## config.mk

```make
export PLATFORM = sky130hd
export DESIGN_NAME = stream_mux
export DESIGN_NICKNAME = d
export VERILOG_FILES = /design/src/rtl/stream_mux.sv
export SDC_FILE = /design/constraint.sdc
export NUM_CORES = 1
export LEC_CHECK = 0
export CORE_ASPECT_RATIO = 0.75
export CORE_MARGIN = 2
export CORE_UTILIZATION = 25
export DETAILED_ROUTE_END_ITERATION = 10
export GPL_TIMING_DRIVEN = 0
export SLEW_MARGIN = 10
export SYNTH_ARGS = -nofsm -noshare
export SYNTH_HDL_FRONTEND = slang
export SYNTH_SLANG_ARGS = --single-unit
```

## constraint.sdc

```tcl
create_clock -name clk -period 3.9 [get_ports clk]
set_input_delay 0.39 -clock clk [delete_from_list [all_inputs] [get_ports clk]]
set_output_delay 0.39 -clock clk [all_outputs]
set_load 0.05 [all_outputs]
```

## src/rtl/stream_mux.sv

```systemverilog
// stream_mux: registered N-channel, W-bit stream multiplexer with valid/ready
// handshakes on every input and on the output.
//
// Selection modes:
//   mode=0 : fixed select, channel index taken from sel (sel >= N never grants)
//   mode=1 : round-robin across valid channels, search starts at rr_ptr
//
// A single output register gives 1-cycle latency at full throughput. A new beat
// is loaded whenever the register is empty or being consumed on the same edge.
//
// Optional feature (macro STREAM_MUX_LAST_EN): packet lock. Adds in_last and
// out_last. A beat accepted with in_last=0 locks arbitration to its channel
// until that channel's last beat is accepted.
//
// Ports:
//   clk        system clock, rising edge
//   rst        asynchronous active-high reset
//   mode       0 = fixed select, 1 = round-robin
//   sel        channel index for mode=0
//   in_valid   per-channel valid (bit i = channel i)
//   in_ready   per-channel ready, at most one bit high
//   in_data    flattened data, channel i at [i*W +: W]
//   in_last    per-channel end-of-packet (STREAM_MUX_LAST_EN only)
//   out_valid  output register holds a beat
//   out_ready  consumer accepts the beat
//   out_data   registered data
//   out_ch     channel that produced out_data
//   out_last   registered end-of-packet (STREAM_MUX_LAST_EN only)

module stream_mux #(
  parameter  int N  = 8,
  parameter  int W  = 8,
  localparam int SW = $clog2(N)
) (
  input  logic           clk,
  input  logic           rst,
  input  logic           mode,
  input  logic [SW-1:0]  sel,
  input  logic [N-1:0]   in_valid,
  output logic [N-1:0]   in_ready,
  input  logic [N*W-1:0] in_data,
`ifdef STREAM_MUX_LAST_EN
  input  logic [N-1:0]   in_last,
  output logic           out_last,
`endif
  output logic           out_valid,
  input  logic           out_ready,
  output logic [W-1:0]   out_data,
  output logic [SW-1:0]  out_ch
);

  logic [SW-1:0] rr_ptr;
  logic          load;
  logic          grant_vld;
  logic [SW-1:0] grant_idx;
  logic          xfer;
  logic          last_beat;

`ifdef STREAM_MUX_LAST_EN
  logic          locked;
  logic [SW-1:0] lock_ch;
  assign last_beat = in_last[grant_idx];
`else
  assign last_beat = 1'b1;
`endif

  // Register is free when empty or drained on this same edge.
  assign load = !out_valid || out_ready;

  // Grant only ever points at a valid channel, so load && grant_vld is a transfer.
  always_comb begin
    int c;
    grant_vld = 1'b0;
    grant_idx = '0;
    c         = 0;
`ifdef STREAM_MUX_LAST_EN
    if (locked) begin
      grant_vld = in_valid[lock_ch];
      grant_idx = lock_ch;
    end else
`endif
    if (!mode) begin
      if (int'(sel) < N) begin
        grant_vld = in_valid[sel];
        grant_idx = sel;
      end
    end else begin
      // Walk offsets from the far end down so the offset closest to rr_ptr wins.
      for (int k = N - 1; k >= 0; k--) begin
        c = int'(rr_ptr) + k;
        if (c >= N) c = c - N;
        if (in_valid[c]) begin
          grant_vld = 1'b1;
          grant_idx = SW'(c);
        end
      end
    end
  end

  assign xfer = load && grant_vld;

  always_comb begin
    in_ready = '0;
    if (!rst && xfer) in_ready[grant_idx] = 1'b1;
  end

  always_ff @(posedge clk or posedge rst) begin
    if (rst) begin
      out_valid <= 1'b0;
      out_data  <= '0;
      out_ch    <= '0;
      rr_ptr    <= '0;
    end else begin
      if (xfer) begin
        out_valid <= 1'b1;
        out_data  <= in_data[int'(grant_idx)*W +: W];
        out_ch    <= grant_idx;
      end else if (load) begin
        out_valid <= 1'b0;
      end
      // Pointer moves only in round-robin, and only at packet boundaries.
      if (xfer && mode && last_beat)
        rr_ptr <= (int'(grant_idx) == N - 1) ? '0 : grant_idx + 1'b1;
    end
  end

`ifdef STREAM_MUX_LAST_EN
  always_ff @(posedge clk or posedge rst) begin
    if (rst) begin
      locked   <= 1'b0;
      lock_ch  <= '0;
      out_last <= 1'b0;
    end else if (xfer) begin
      out_last <= last_beat;
      locked   <= !last_beat;
      if (!last_beat) lock_ch <= grant_idx;
    end
  end
`endif

endmodule
```

**Word level (Yosys, flattened, before mapping)**

Cells that the tools add are included.

- Bits in latches: 0
- Bits in writable memories: 0
- Memories kept: 0
- Output and inout port bits: 20
- Memory bits (read-only): 0
- Input bits: 79
- Logic and storage cells: 115
- Register bits: 15

- $add $sub $neg: 16
- Div/mod/pow operators: 0
- $lt $le $gt $ge: 19
- Multipliers: 0
- Shift operators: 1
- Equality and inequality tests: 1
- Bitwise logic cells: 0
- Reductions and logical operators: 8
- Mux-type cells: 66

Operator list:

| operator | number |
|---|---|
| $mux 32 | 16 |
| $lt 32x5->1 const B | 8 |
| $shiftx 64x7->8 | 1 |
| $sub 4x4->5 const B | 7 |
| $mux 3 | 10 |
| $mux 1 | 29 |
| $ge 4x4->1 const B | 7 |
| $bmux 1 s3 | 9 |
| $add 3x3->4 const B | 4 |
| $add 3x2->4 const B | 2 |
| $lt 3x4->1 const B | 2 |
| $mux 8 | 1 |
| $sub 3x4->5 const B | 1 |
| $add 3x1->4 const B | 1 |
| $ge 3x4->1 const B | 1 |
| $logic_and 1x1->1 | 4 |
| $add 3x1->3 const B | 1 |
| $demux 1 s3 | 1 |
| $eq 3x1->1 const B | 1 |
| $ge 3x1->1 const B | 1 |
| $logic_not 1->1 | 2 |
| $reduce_bool 2->1 | 1 |
| $logic_or 1x1->1 | 1 |

**Logic depth before layout (Yosys ltp)**

Gate-level depths: netlist of the first run.

- Word-level depth: 21
- Gate-level depth with buffers: 16
- Gate-level depth less buffers: 11

**Least setup slack after synthesis of the first run**

No wires, ideal clock.

- Kind: register -> output
- Start point: register rr_ptr[1]
- End point: output port in_ready[6]
- Buffers on the path: 4
- Data arrival time: 4260 ps
- Setup slack: -750 ps
- Cell stages (with the launch flop): 14
- Data required time: 3510 ps
- Cell sequence: dfrtp_1 -> clkbuf_1 -> inv_1 -> ha_1 -> buf_2 -> mux2_1 -> mux4_2 -> a21oi_1 -> o21a_1 -> o221ai_2 -> buf_6 -> buf_4 -> or3_1 -> nor3_1

- Longest elaborated chain between the ends: 21
- Elaborated cells on any way between the ends: 89
- Those cells by class: add/sub (15); order compare (10); mux (61); reduce/logical (3)

RTL lines:

| item | RTL line | text |
|---|---|---|
| start, declared | 52 | `logic [SW-1:0] rr_ptr;` |
| start signal, assigned | 123 | `rr_ptr <= (int'(grant_idx) == N - 1) ? '0 : grant_idx + 1'b1;` |
| $add 3x3->4 | 90 | `c = int'(rr_ptr) + k;` |
| $sub 4x4->5 or $ge 4x4->1 (tied branches) | 91 | `if (c >= N) c = c - N;` |
| $mux 32 | 91 |  |
| $mux 32 | 82 | `if (!mode) begin` |
| $bmux 1 s3 | 92 | `if (in_valid[c]) begin` |
| $mux 1 (not written as such) (2 in a row) | 92 |  |
| $mux 3 (8 in a row) | 92 |  |
| $mux 3 | 82 |  |
| $lt 3x4->1 (not written as such) or $ge 3x1->1 (tied branches) | 104 | `if (!rst && xfer) in_ready[grant_idx] = 1'b1;` |
| $logic_and 1x1->1 (not written as such) | 104 |  |
| $mux 1 (not written as such) | 104 |  |
| $demux 1 s3 | 104 |  |
| $mux 8 (*) | 104 |  |
| end, declared | 40 | `output logic [N-1:0] in_ready,` |

Every way passes the cells marked *; elsewhere a longest branch is shown, timed or not. The select of a mux whose other input is x is not followed.

**Final worst setup path of the first run**

Same ends and word-level chain as after synthesis.

==> metrics.sh, run 1 <==
STATUS='completed'
POWER.DENSITY_CELL_AREA_nW_PER_UM2=887.4
MAX-SLEW-MARGIN-REL=0.5670
SYNTH_FP_NETS=326
ANTENNA_FOUND_INITIAL=0
REQUIRED_TIME_AT_THE_ENDPOINT_OF_THE_CRITICAL_PATH_NS=3.51
PLACEMENT.SETUP.WORST_SLACK_NS=-0.8582
SYNTH_CELL_TYPES=50
CRITICAL-PATH-MAX-STAGE-DELAY_NS=0.55
DP_HPWL_UM=6306
NETSWITCHINGPOWER_W=0.001585
POST-SYNTH-TOP-COUNT-CELL='nand2_1'
VIASPERCELL=5.277
TIMING.CRITICAL_PATH.CELLS='buf_8 -> clkinv_8 -> ha_4 -> buf_8 -> mux2_4 -> mux4_2 -> a21oi_2 -> o21a_1 -> o221ai_2 -> buf_6 -> or3_4 -> nor3_4 -> buf_6'
CTS_TREE='built'
GRT_MAX_DEGREE=17
SETUP.WORST_PATH.CLASS='reg -> out'
AREA_GROWTH_FROM_SYNTHESIS_TO_LAYOUT_PCT=66.99
PERIOD_NEEDED_NS=3.782
FINAL-SETUP-VIOL-COUNT=0
NUMPLACEDINSTANCES=450
POWER_FRAC_SEQ=0.087
SYNTH_WARNINGS=0
STATIC-LEAKAGE-POWER_nW=1.394
FIRST_GLOBAL_VIAS=2437
CRITICAL_PATH.STARTPOINT_TYPE='flip-flop'
POSTSYNTH.ASYNCRESETSHARE=1.000
DETAILROUTE.VIA_COUNT=2480
DR.FIRST_ITER.DRC_COUNT=250
CP_SLOWEST_CELL='mux4_2'
SYNTH-MAIN-FF-CELL='dfrtp_1'
ROUTE.FINAL.WIRE_LENGTH_UM=8132
INITIAL_UTILIZATION=0.2569
FIN_WORST_SKEW_NS=0.0005208
SYNTHESIS.AREA_PER_INSTANCE_UM2=8.866
YOSYSTOPAREACELLSHARE=0.1728
YOSYS_REGISTER_BITS=15
CELL_TYPES_OCCUPYING_THE_MOST_AREA_AFTER_SYNTHESIS='dfrtp_1 17%, mux4_2 13%, mux2_2 9.3%'
LAYOUT-DRIVE-GT1-SHARE=0.2624
CTS.CLK_SLEW.WORST_PATHS_NS=0.05
GLOBAL_ROUTE.USAGE.TOTAL=0.1684
CAP_VIOL_MAX_COUNT=0
SEQCELLAREA_UM2=376.6
DRV_SLEW=0
FIRST_PASS_ITERS=4
FP.DIEW_UM=111.6
WORST-SLEW-PIN-TRANSITION_NS=0.6488
END_KIND='output port'
HOLDBUFCOUNTCTS=0
DESIGN.PORTCOUNT=99
LAYOUT_NET_COUNT=444
GRT_FIRST_PASS_WIRELENGTH_UM=12920
SYN-INSTANCE-COUNT=245
CLK_ROOT_BUFFER_CELL='clkbuf_16'
DRT-MET1-WL_UM=3837
DIE-HEIGHT_UM=84.73
YOSYSSEQAREASHARE=0.1728
MET2ROUTEDLENGTH_UM=3628
CRITICAL_PATH_DATA_ARRIVAL_TIME_NS=3.39
MULTI_INPUT_GATE_AREA_IN_THE_FINAL_LAYOUT_UM2=1742
INSERTION_DELAY_NS=0.24
TOPROUTINGLAYERUSED='met4'
MAPPEDNETLISTAREA_UM2=2172
TIMING_HOLD_VIOLATIONS_FINAL=0
HOLD_SLACK_NS=0.4851
TRITONCTS_NUM_SINKS=15
N_ANTENNA_CELL=0
FP.DIEAREA_UM2=9458
SWITCHING_SHARE=0.4923
CLOCK_POWER_FRAC=0.063
WL_PER_CELL_UM=17.30
DETAIL-ROUTE-ANTENNA-NETS=0
FILL_CELL_INSTANCE_COUNT_OF_THE_FINAL_LAYOUT=851
COMBINATIONALPOWERSHARE=0.850
SYNTH_AREA_LEADER='dfrtp_1'
IRDROPWORSTVDD_mV=0.3086
HTREEDEPTH=1
DETAIL_ROUTE.DRC_VIOLATIONS=0
MAXCLOCKFREQUENCY_GHz=0.2644
IO_BUFFERS=97
FINISH.CELL_COUNT_WITHOUT_FILLERS=470
NUM_ROWS=29
WL_MET3_UM=627
MIN_PATH_TYPE='reg -> reg'
ROUTABILITYCONGESTION=0.8551
POSTLAYOUTSETUPSLACKWORST_NS=0.1182
NUMBER_OF_BUFFERS_ADDED_BY_THE_CLOCK_TREE_SYNTHESIS_STEP=3
DESIGN.CORE.AREA_UM2=8454
POST_SYNTH_MOST_FREQUENT_CELLS='21 x nand2_1, 18 x mux2_2, 17 x mux2i_1'
GLOBALROUTE.TOTALOVERFLOW=0
WORST-R2R-SETUP-SLACK_NS=0.28
PERIOD_SHARE=0.9697
CELLINTERNALPOWER_W=0.001634
CRITICAL_PATH_PEAK_FANOUT=6
SYNTH-EDFF-COUNT=0
CTSLONGESTPATHBUFFERS=2
[critical path, delay by kind of cell, from the launching register on]
| kind | cells | cell delay, ns |
|---|---|---|
| AND/OR/NAND/NOR | 2 | 0.53 |
| AO/OA/AOI/OAI | 3 | 0.46 |
| multiplexers | 2 | 0.85 |
| adder cells (fa/ha/maj) | 1 | 0.29 |
| buffers and inverters | 5 | 0.63 |
| flip-flops | 1 | 0.37 |
[cell type report]
| type | count | share of cell area |
|---|---|---|
| multi-input cells | 202 | 0.4802 |
| repair buffers | 116 | 0.3067 |
| flip-flops and latches | 15 | 0.1038 |
| well taps | 108 | 0.03725 |
| plain buffers | 16 | 0.03622 |
| clock buffers | 4 | 0.02173 |
| inverters | 9 | 0.01414 |
[through the flow]
stage	TNS [ns]	total power [W]	instance area, um^2	util
4_1_cts	0	0.003119	3572	0.4225
3_3_place_gp	-5.658	0.002667	3373	0.3990
2_1_floorplan	-0.009493	0.002073	2267	-
3_5_place_dp	-6.002	0.002687	3373	0.3990
5_1_grt	-0.03413	0.003437	3627	0.4290
6_report	0	0.003219	3627	0.4290
[path summary, 6_finish.rpt]
| kind | cells after the start | end | from |
|---|---|---|---|
| max | 13 | in_ready[6] | rr_ptr[1] |
| min | 2 | out_ch[1] | out_ch[1] |
| max reg2reg | 17 | out_data[3] | rr_ptr[1] |
| min reg2reg | 2 | out_ch[1] | out_ch[1] |
| max in group asynchronous | 2 | rr_ptr[0] | rst |
| min in group asynchronous | 2 | out_data[2] | rst |
[flip-flops by register name, indices dropped and copies added (netlist names)]
signal	count
out_valid	1
out_data	8
rr_ptr	3
out_ch	3
[routing by layer]
| metal | vias up | GRT usage |
|---|---|---|
| li1 | 1185 | - |
| met1 | 1192 | 0.2396 |
| met2 | 99 | 0.2667 |
| met3 | 4 | 0.04765 |
| met4 | 0 | 0.01235 |
| met5 | - | 0 |
[cells in the final DEF, fill, tap and decap left out, types with 9 or more instances in the layout]
| master | n |
|---|---|
| nor2_1 | 9 |
| o21ai_1 | 11 |
| mux2i_1 | 17 |
| a21oi_1 | 15 |
| nand2_1 | 19 |
| mux2_2 | 18 |
| mux4_2 | 13 |
| dfrtp_1 | 14 |
| clkdlybuf4s50_1 | 89 |
| buf_4 | 24 |
[repair_timing]
action                     CTS  global route
setup buffers               11             8
setup endpoints to repair    8            10
gates cloned                 0             0
gates resized for setup     65             9
pin swaps                    6             0
[power groups by stage]
| stage | sequential [W] | clock (W) | combinational (W) |
|---|---|---|---|
| after global placement | 0.000272 | 0 | 0.00239 |
| after global routing | 0.000294 | 0.000214 | 0.00293 |
| after detailed placement | 0.000273 | 0 | 0.00241 |
| after CTS | 0.000272 | 0.000206 | 0.00264 |
| final | 0.000281 | 0.000203 | 0.00273 |
| after floorplan | 0.000464 | 0 | 0.00161 |
[kinds of logic after synthesis]
family          share of synthesized area
compound gates                     0.2016
flops                              0.1728
mux                                0.3479
fa+ha+maj                         0.01152
buf+inv                           0.06970
xor+xnor                          0.02016
simple gates                       0.1763
No activity file was read; power rests on OpenSTA's default activity.
==> run 2, diff against run 1 <==
Settings changed: ABC_CLOCK_PERIOD_IN_PS set to 3900, HOLD_SLACK_MARGIN set to 0.15, PLACE_DENSITY set to 0.63.
==> run 2 against run 1 <==
Against the previous run:
- the flow now finishes with violations (setup timing)
- maximum frequency shrank 3.5%
- register-to-register slack lost 0.10 ns
- non-clock buffer count rose by 9
- clock-buffer cell count unchanged
- power up 9.0%
- worst hold slack better by 0.00064 ns
- sequential share of layout area is 0.55 points lower
- first-iteration DRC count grew 14%
- final cell count is 1.9% higher
- global-route usage rose by 0.26 points
- sequential power fell by 3%
- core utilization is 2.3 points higher
- largest power group unchanged
==> metrics.sh, run 2 (synthesized netlist as in run 1, its figures left out) <==
CRITICAL_PATH_PEAK_FANOUT=9  # +3
CTS_TREE='built'
STATUS='finished with violations'
FIN_WORST_SKEW_NS=0.001417  # +0.0008966 ns
LAYOUT_NET_COUNT=453  # +2.0%
GRT_BUSIEST_LAYER='met2'
GRT_SETUP_UNREPAIRED='true'
MIN_PATH_TYPE='reg -> reg'
DP_HPWL_UM=6348  # +0.66%
FIRST_GLOBAL_VIAS=2421  # -0.66%
LARGEST-REGISTER='out_data'
TOTAL_POWER_W=0.003510  # +9.0%
USE_MET1=0.2343  # -0.005305
MET3_DEMAND_TO_CAPACITY_SHARE_IN_GLOBAL_ROUTING=0.05993  # +0.01227
FP.DIEAREA_UM2=9458  # unchanged
HOLD_SLACK_NS=0.4857  # +0.0006430 ns
CRITICAL_PATH.STARTPOINT_TYPE='flip-flop'
LARGEST_REGISTERS='out_data (8), out_ch (3), rr_ptr (3)'
AREA_GROWTH_FROM_SYNTHESIS_TO_LAYOUT_PCT=75.81
DIE-HEIGHT_UM=84.73  # unchanged
POST-ROUTE-UTIL=0.4517  # +0.02264
HTREEDEPTH=1  # unchanged
N_ANTENNA_CELL=0  # unchanged
GLOBAL_ROUTE.USAGE.TOTAL=0.1710  # +0.002596
TRITONCTS_NUM_SINKS=15  # unchanged
DESIGN.PORTCOUNT=99  # unchanged
MAXCLOCKFREQUENCY_GHz=0.2553  # -3.5%
CRITICAL_PATH_DATA_ARRIVAL_TIME_NS=3.53  # +0.14 ns
DESIGN.CORE.AREA_UM2=8454  # unchanged
PLACEMENT.SETUP.WORST_SLACK_NS=-0.7974  # +0.06078 ns
LAYOUT-DRIVE-GT1-SHARE=0.2938  # +0.03137
INSERTION_DELAY_NS=0.24  # about the same
END_KIND='output port'
VIOLATIONS='setup timing'
WL_PER_CELL_UM=17.34  # +0.23%
POWER.DENSITY_CELL_AREA_nW_PER_UM2=919.1  # +3.6%
PERIOD_NEEDED_NS=3.917  # +0.1353 ns
IO_BUFFERS=97  # unchanged
ROUTE.FINAL.WIRE_LENGTH_UM=8307  # +2.2%
DPL_CELL_AREA_UM2=3373  # unchanged
TIMING_HOLD_VIOLATIONS_FINAL=0  # unchanged
REQUIRED_TIME_AT_THE_ENDPOINT_OF_THE_CRITICAL_PATH_NS=3.51  # about the same
GRT.MET2_USAGE=0.2667  # unchanged
FINAL_COMMON_CELL='clkdlybuf4s50_1'
CAP_VIOL_MAX_COUNT=0  # unchanged
GRT_FIRST_PASS_WIRELENGTH_UM=13010  # +0.70%
CTS.CLK_SLEW.WORST_PATHS_NS=0.05  # about the same
DETAIL-ROUTE-ANTENNA-NETS=0  # unchanged
POSTLAYOUTSETUPSLACKWORST_NS=-0.01710  # -0.1353 ns
DESIGN_AREA_UM2=3819  # +5.3%
FINAL-SETUP-VIOL-COUNT=1  # +1
FIRST_PASS_ITERS=4  # unchanged
WORST-SLEW-PIN-TRANSITION_NS=0.7079  # +0.05912 ns
VIASPERCELL=5.234  # -0.81%
STATIC-LEAKAGE-POWER_nW=1.469  # +5.4%
GLOBALROUTE.TOTALOVERFLOW=0  # unchanged
LARGEST_REGISTER_FF_COUNT=8  # unchanged
FP.DIEW_UM=111.6  # unchanged
DETAIL_ROUTE.DRC_VIOLATIONS=0  # unchanged
GRT_MAX_DEGREE=17  # unchanged
DRV_SLEW=0  # unchanged
DETAILROUTE.VIA_COUNT=2507  # +1.1%
DR.FIRST_ITER.DRC_COUNT=284  # +14%
CLK_ROOT_BUFFER_CELL='clkbuf_16'
ROUTABILITYCONGESTION=0.9206  # +7.7%
PERIOD_SHARE=1.004  # +0.03470
ANTENNA_FOUND_INITIAL=0  # unchanged
SETUP.WORST_PATH.CLASS='reg -> out'
WORST-R2R-SETUP-SLACK_NS=0.18  # -0.10 ns
IRDROPWORSTVDD_mV=0.3477  # +13%
CTSLONGESTPATHBUFFERS=2  # unchanged
NUM_ROWS=29  # unchanged
MAX-SLEW-MARGIN-REL=0.5276  # -0.03946
INITIAL_UTILIZATION=0.2569  # unchanged
MOST-COMMON-LAYOUT-CELLS='89 x clkdlybuf4s50_1, 28 x buf_4, 19 x nand2_1, 18 x mux2_2'
NUMBER_OF_BUFFERS_ADDED_BY_THE_CLOCK_TREE_SYNTHESIS_STEP=3  # unchanged
==> run 2: metrics by stage <==
stage                     setup TNS [ns]  std cells
after floorplan                -0.009493        245
after global placement            -5.535        450
after detailed placement          -5.706        450
after CTS                      -0.002391        462
after global routing             -0.5258        479
final                           -0.01710        479
==> run 2: worst paths after layout <==
| kind | start | end | cells past startpoint |
|---|---|---|---|
| setup / recovery | rr_ptr[1] | in_ready[6] | 13 |
| hold / removal | out_ch[1] | out_ch[1] | 2 |
| setup reg to reg | rr_ptr[1] | out_data[2] | 19 |
| hold reg to reg | out_ch[1] | out_ch[1] | 2 |
| max in group asynchronous | rst | out_data[2] | 2 |
| min in group asynchronous | rst | out_ch[1] | 2 |
==> run 2: what timing repair did <==
action	in CTS	in global routing
gates resized for setup	63	32
pin swaps	5	8
endpoints found under the setup margin	8	10
hold buffers	0	0
buffers inserted	9	19
==> run 2: report_power, final <==
group          internal [W]  switching [W]
clock network      0.000138      0.0000612
registers          0.000231      0.0000413
logic               0.00146        0.00158
==> run 2: layout make-up <==
type | count | area (um^2)
tap | 108 | 135.1
sequential | 15 | 375.4
timing repair buffer | 125 | 1224
clock buffer | 4 | 78.83
inverter | 9 | 51.30
buffer | 16 | 147.6
multi-input combinational | 202 | 1807
fill | 805 | 4636
==> run 2: worst max-delay path, cell delays in order, from the launching register on <==
cell,delay [ns]
dfrtp_1,0.39
buf_8,0.14
inv_6,0.09
ha_4,0.22
buf_8,0.13
mux2_4,0.28
mux4_2,0.56
a21oi_4,0.19
o21a_1,0.18
o221ai_2,0.11
buf_6,0.15
or3_4,0.45
nor3_4,0.21
buf_6,0.18
==> run 2: layer usage <==
layer | routed length (um) | share of wire
met1 | 3724 | 0.45
met2 | 3794 | 0.46
met3 | 754 | 0.091
met4 | 34 | 0.0041
met5 | 0 | 0
==> run 3, diff against run 2 <==
Settings changed: SKIP_LAST_GASP set to 1.
==> run 3 against run 2 <==
Against the previous run:
- the run still ends with setup timing left
- setup slack got worse by 0.015 ns
- clock skew barely moved
- register-to-register slack got worse by 0.04 ns
- largest cell class unchanged
- largest power group unchanged
- highest routed layer unchanged
==> metrics.sh, run 3 (synthesized netlist as in run 1, its figures left out) <==
WORST-SLEW-PIN-TRANSITION_NS=0.6568  # -0.05114 ns
DRV_SLEW=0  # unchanged
STATIC-LEAKAGE-POWER_nW=1.472  # +0.20%
GLOBAL_ROUTE.USAGE.TOTAL=0.1709  # about the same
TRITONCTS_NUM_SINKS=15  # unchanged
CTS.CLK_SLEW.WORST_PATHS_NS=0.05  # about the same
CRITICAL_PATH.REG2REG.STARTPOINT='rr_ptr[1]'
HTREEDEPTH=1  # unchanged
GRT_MAX_DEGREE=17  # unchanged
VIOLATIONS='setup timing'
POSTLAYOUTSETUPSLACKWORST_NS=-0.03245  # -0.01535 ns
WL_PER_CELL_UM=17.25  # -0.55%
IO_BUFFERS=97  # unchanged
MIN_PATH_TYPE='reg -> reg'
FINAL_COMMON_CELL='clkdlybuf4s50_1'
R2R-END='out_data[2]'
CRITICAL_PATH.STARTPOINT_TYPE='input port'
FIN_WORST_SKEW_NS=0.001800  # +0.0003822 ns
GRT_FIRST_PASS_WIRELENGTH_UM=12990  # -0.11%
FIRST_PASS_ITERS=4  # unchanged
MOST-COMMON-LAYOUT-CELLS='89 x clkdlybuf4s50_1, 30 x buf_4, 19 x nand2_1, 18 x mux2_2'
SWITCHING_SHARE=0.4774  # -0.0005882
ROUTABILITYCONGESTION=0.9206  # unchanged
CLK_ROOT_BUFFER_CELL='clkbuf_16'
FP.DIEAREA_UM2=9458  # unchanged
FP.DIEW_UM=111.6  # unchanged
ROUTE.FINAL.WIRE_LENGTH_UM=8296  # -0.13%
SUM_NEG_SETUP_SLACK_NS=-0.03245  # -0.01535 ns
WORST-R2R-CELL-COUNT=19  # unchanged
GRT_SETUP_UNREPAIRED='true'
N_ANTENNA_CELL=0  # unchanged
DESIGN.CORE.AREA_UM2=8454  # unchanged
WORSTSETUPSTARTPOINT='in_valid[2]'
CAP_VIOL_MAX_COUNT=0  # unchanged
DESIGN.PORTCOUNT=99  # unchanged
NUM_ROWS=29  # unchanged
CRITICAL_PATH_DATA_ARRIVAL_TIME_NS=3.54  # about the same
DETAIL-ROUTE-ANTENNA-NETS=0  # unchanged
SETUP.WORST_PATH.CLASS='in -> out'
CLOCK_POWER_FRAC=0.057  # about the same
LARGEST_REGISTERS='out_data (8), out_ch (3), rr_ptr (3)'
NUMBER_OF_BUFFERS_ADDED_BY_THE_CLOCK_TREE_SYNTHESIS_STEP=3  # unchanged
MAX-SLEW-MARGIN-REL=0.5617  # +0.03413
PLACEMENT.SETUP.WORST_SLACK_NS=-0.7974  # unchanged
HOLD_SLACK_NS=0.4841  # -0.001646 ns
LARGEST_REGISTER_FF_COUNT=8  # unchanged
GLOBALROUTE.TOTALOVERFLOW=0  # unchanged
PERIOD_SHARE=1.008  # +0.003937
DR.FIRST_ITER.DRC_COUNT=322  # +13%
DIE-HEIGHT_UM=84.73  # unchanged
END_KIND='output port'
VIASPERCELL=5.237  # about the same
AREA_GROWTH_FROM_SYNTHESIS_TO_LAYOUT_PCT=75.12
LAYOUT_NET_COUNT=455  # +0.44%
POWER.DENSITY_CELL_AREA_nW_PER_UM2=920.5  # +0.15%
CTSLONGESTPATHBUFFERS=2  # unchanged
ANTENNA_FOUND_INITIAL=0  # unchanged
DPL_CELL_AREA_UM2=3373  # unchanged
FIRST_GLOBAL_VIAS=2417  # -0.17%
INSERTION_DELAY_NS=0.24  # about the same
IRDROPWORSTVDD_mV=0.3264  # -6.1%
CAPTURING_INSTANCE_OR_PORT_OF_THE_CRITICAL_PATH='in_ready[6]'
WORST-R2R-SETUP-SLACK_NS=0.14  # -0.04 ns
TIMING_HOLD_VIOLATIONS_FINAL=0  # unchanged
DESIGN_AREA_UM2=3804  # -0.39%
POWER_FRAC_SEQ=0.078  # about the same
REQUIRED_TIME_AT_THE_ENDPOINT_OF_THE_CRITICAL_PATH_NS=3.51  # about the same
CRITICAL_PATH_PEAK_FANOUT=8  # -1
CELLINTERNALPOWER_W=0.001830  # -0.13%
INITIAL_UTILIZATION=0.2569  # unchanged
DP_HPWL_UM=6348  # unchanged
DETAIL_ROUTE.DRC_VIOLATIONS=0  # unchanged
PERIOD_NEEDED_NS=3.932  # +0.01535 ns
STATUS='finished with violations'
NETSWITCHINGPOWER_W=0.001672  # -0.37%
FINAL-SETUP-VIOL-COUNT=1  # unchanged
MIN_PATH_CELLS=2  # unchanged
LARGEST-REGISTER='out_data'
DETAILROUTE.VIA_COUNT=2519  # +0.48%
MAXCLOCKFREQUENCY_GHz=0.2543  # -0.39%
CTS_TREE='built'
LAYOUT-DRIVE-GT1-SHARE=0.2976  # +0.003787
COMBINATIONALPOWERSHARE=0.865  # about the same
-- run 3: through the flow --
step / power (W) / instances / util
after global placement: 0.002666 / 450 / 0.3990
after detailed placement: 0.002684 / 450 / 0.3990
after CTS: 0.003055 / 462 / 0.4182
after floorplan: 0.002073 / 245 / -
final: 0.003501 / 481 / 0.4499
after global routing: 0.003743 / 481 / 0.4499
-- run 3: repair_timing --
action / in CTS / in global routing
setup buffers: 9 / 21
gates resized for setup: 60 / 29
pin swaps: 5 / 8
hold buffers: 0 / 0
setup endpoints to repair: 8 / 10
-- run 3: area by class of cell --
cell class                 count  area, um^2
inverter                       9       51.30
sequential                    15       375.4
clock buffer                   4       78.83
timing repair buffer         127        1226
tap                          108       135.1
buffer                        16       142.6
multi-input combinational    202        1794
fill                         808        4651
-- run 3: critical path: stages --
cell,delay [ns]
clkdlybuf4s50_1,0.57
mux4_2,0.56
mux2i_1,0.33
a21oi_4,0.09
buf_4,0.14
buf_4,0.12
o2111ai_1,0.20
o221ai_2,0.14
buf_6,0.15
or3_4,0.45
nor3_4,0.21
buf_6,0.18
-- run 3: how the worst min path moves through the flow --
stage	startpoint	endpoint	slack, ns
5_1_grt	out_ch[1]	out_ch[1]	0.52
3_3_place_gp	out_ch[1]	out_ch[1]	0.46
2_1_floorplan	rst	out_ch[0]	0.30
4_1_cts	out_ch[1]	out_ch[1]	0.49
3_5_place_dp	out_ch[1]	out_ch[1]	0.48
6_report	out_ch[1]	out_ch[1]	0.48
-- run 3: power groups by stage --
stage                     registers (W)  logic (W)  clock network, W
after CTS                      0.000272    0.00258          0.000204
after global placement         0.000271    0.00240                 0
after floorplan                0.000464    0.00161                 0
final                          0.000272    0.00303          0.000199
after detailed placement       0.000275    0.00241                 0
after global routing           0.000283    0.00325          0.000210
-- run 3: metal layers --
layer | vias up | GRT usage | routed length [um]
met4 | 0 | 0.02581 | 34
met3 | 4 | 0.05993 | 761
met2 | 119 | 0.2667 | 3826
met1 | 1185 | 0.2339 | 3674
met5 | - | 0 | 0
li1 | 1211 | - | -
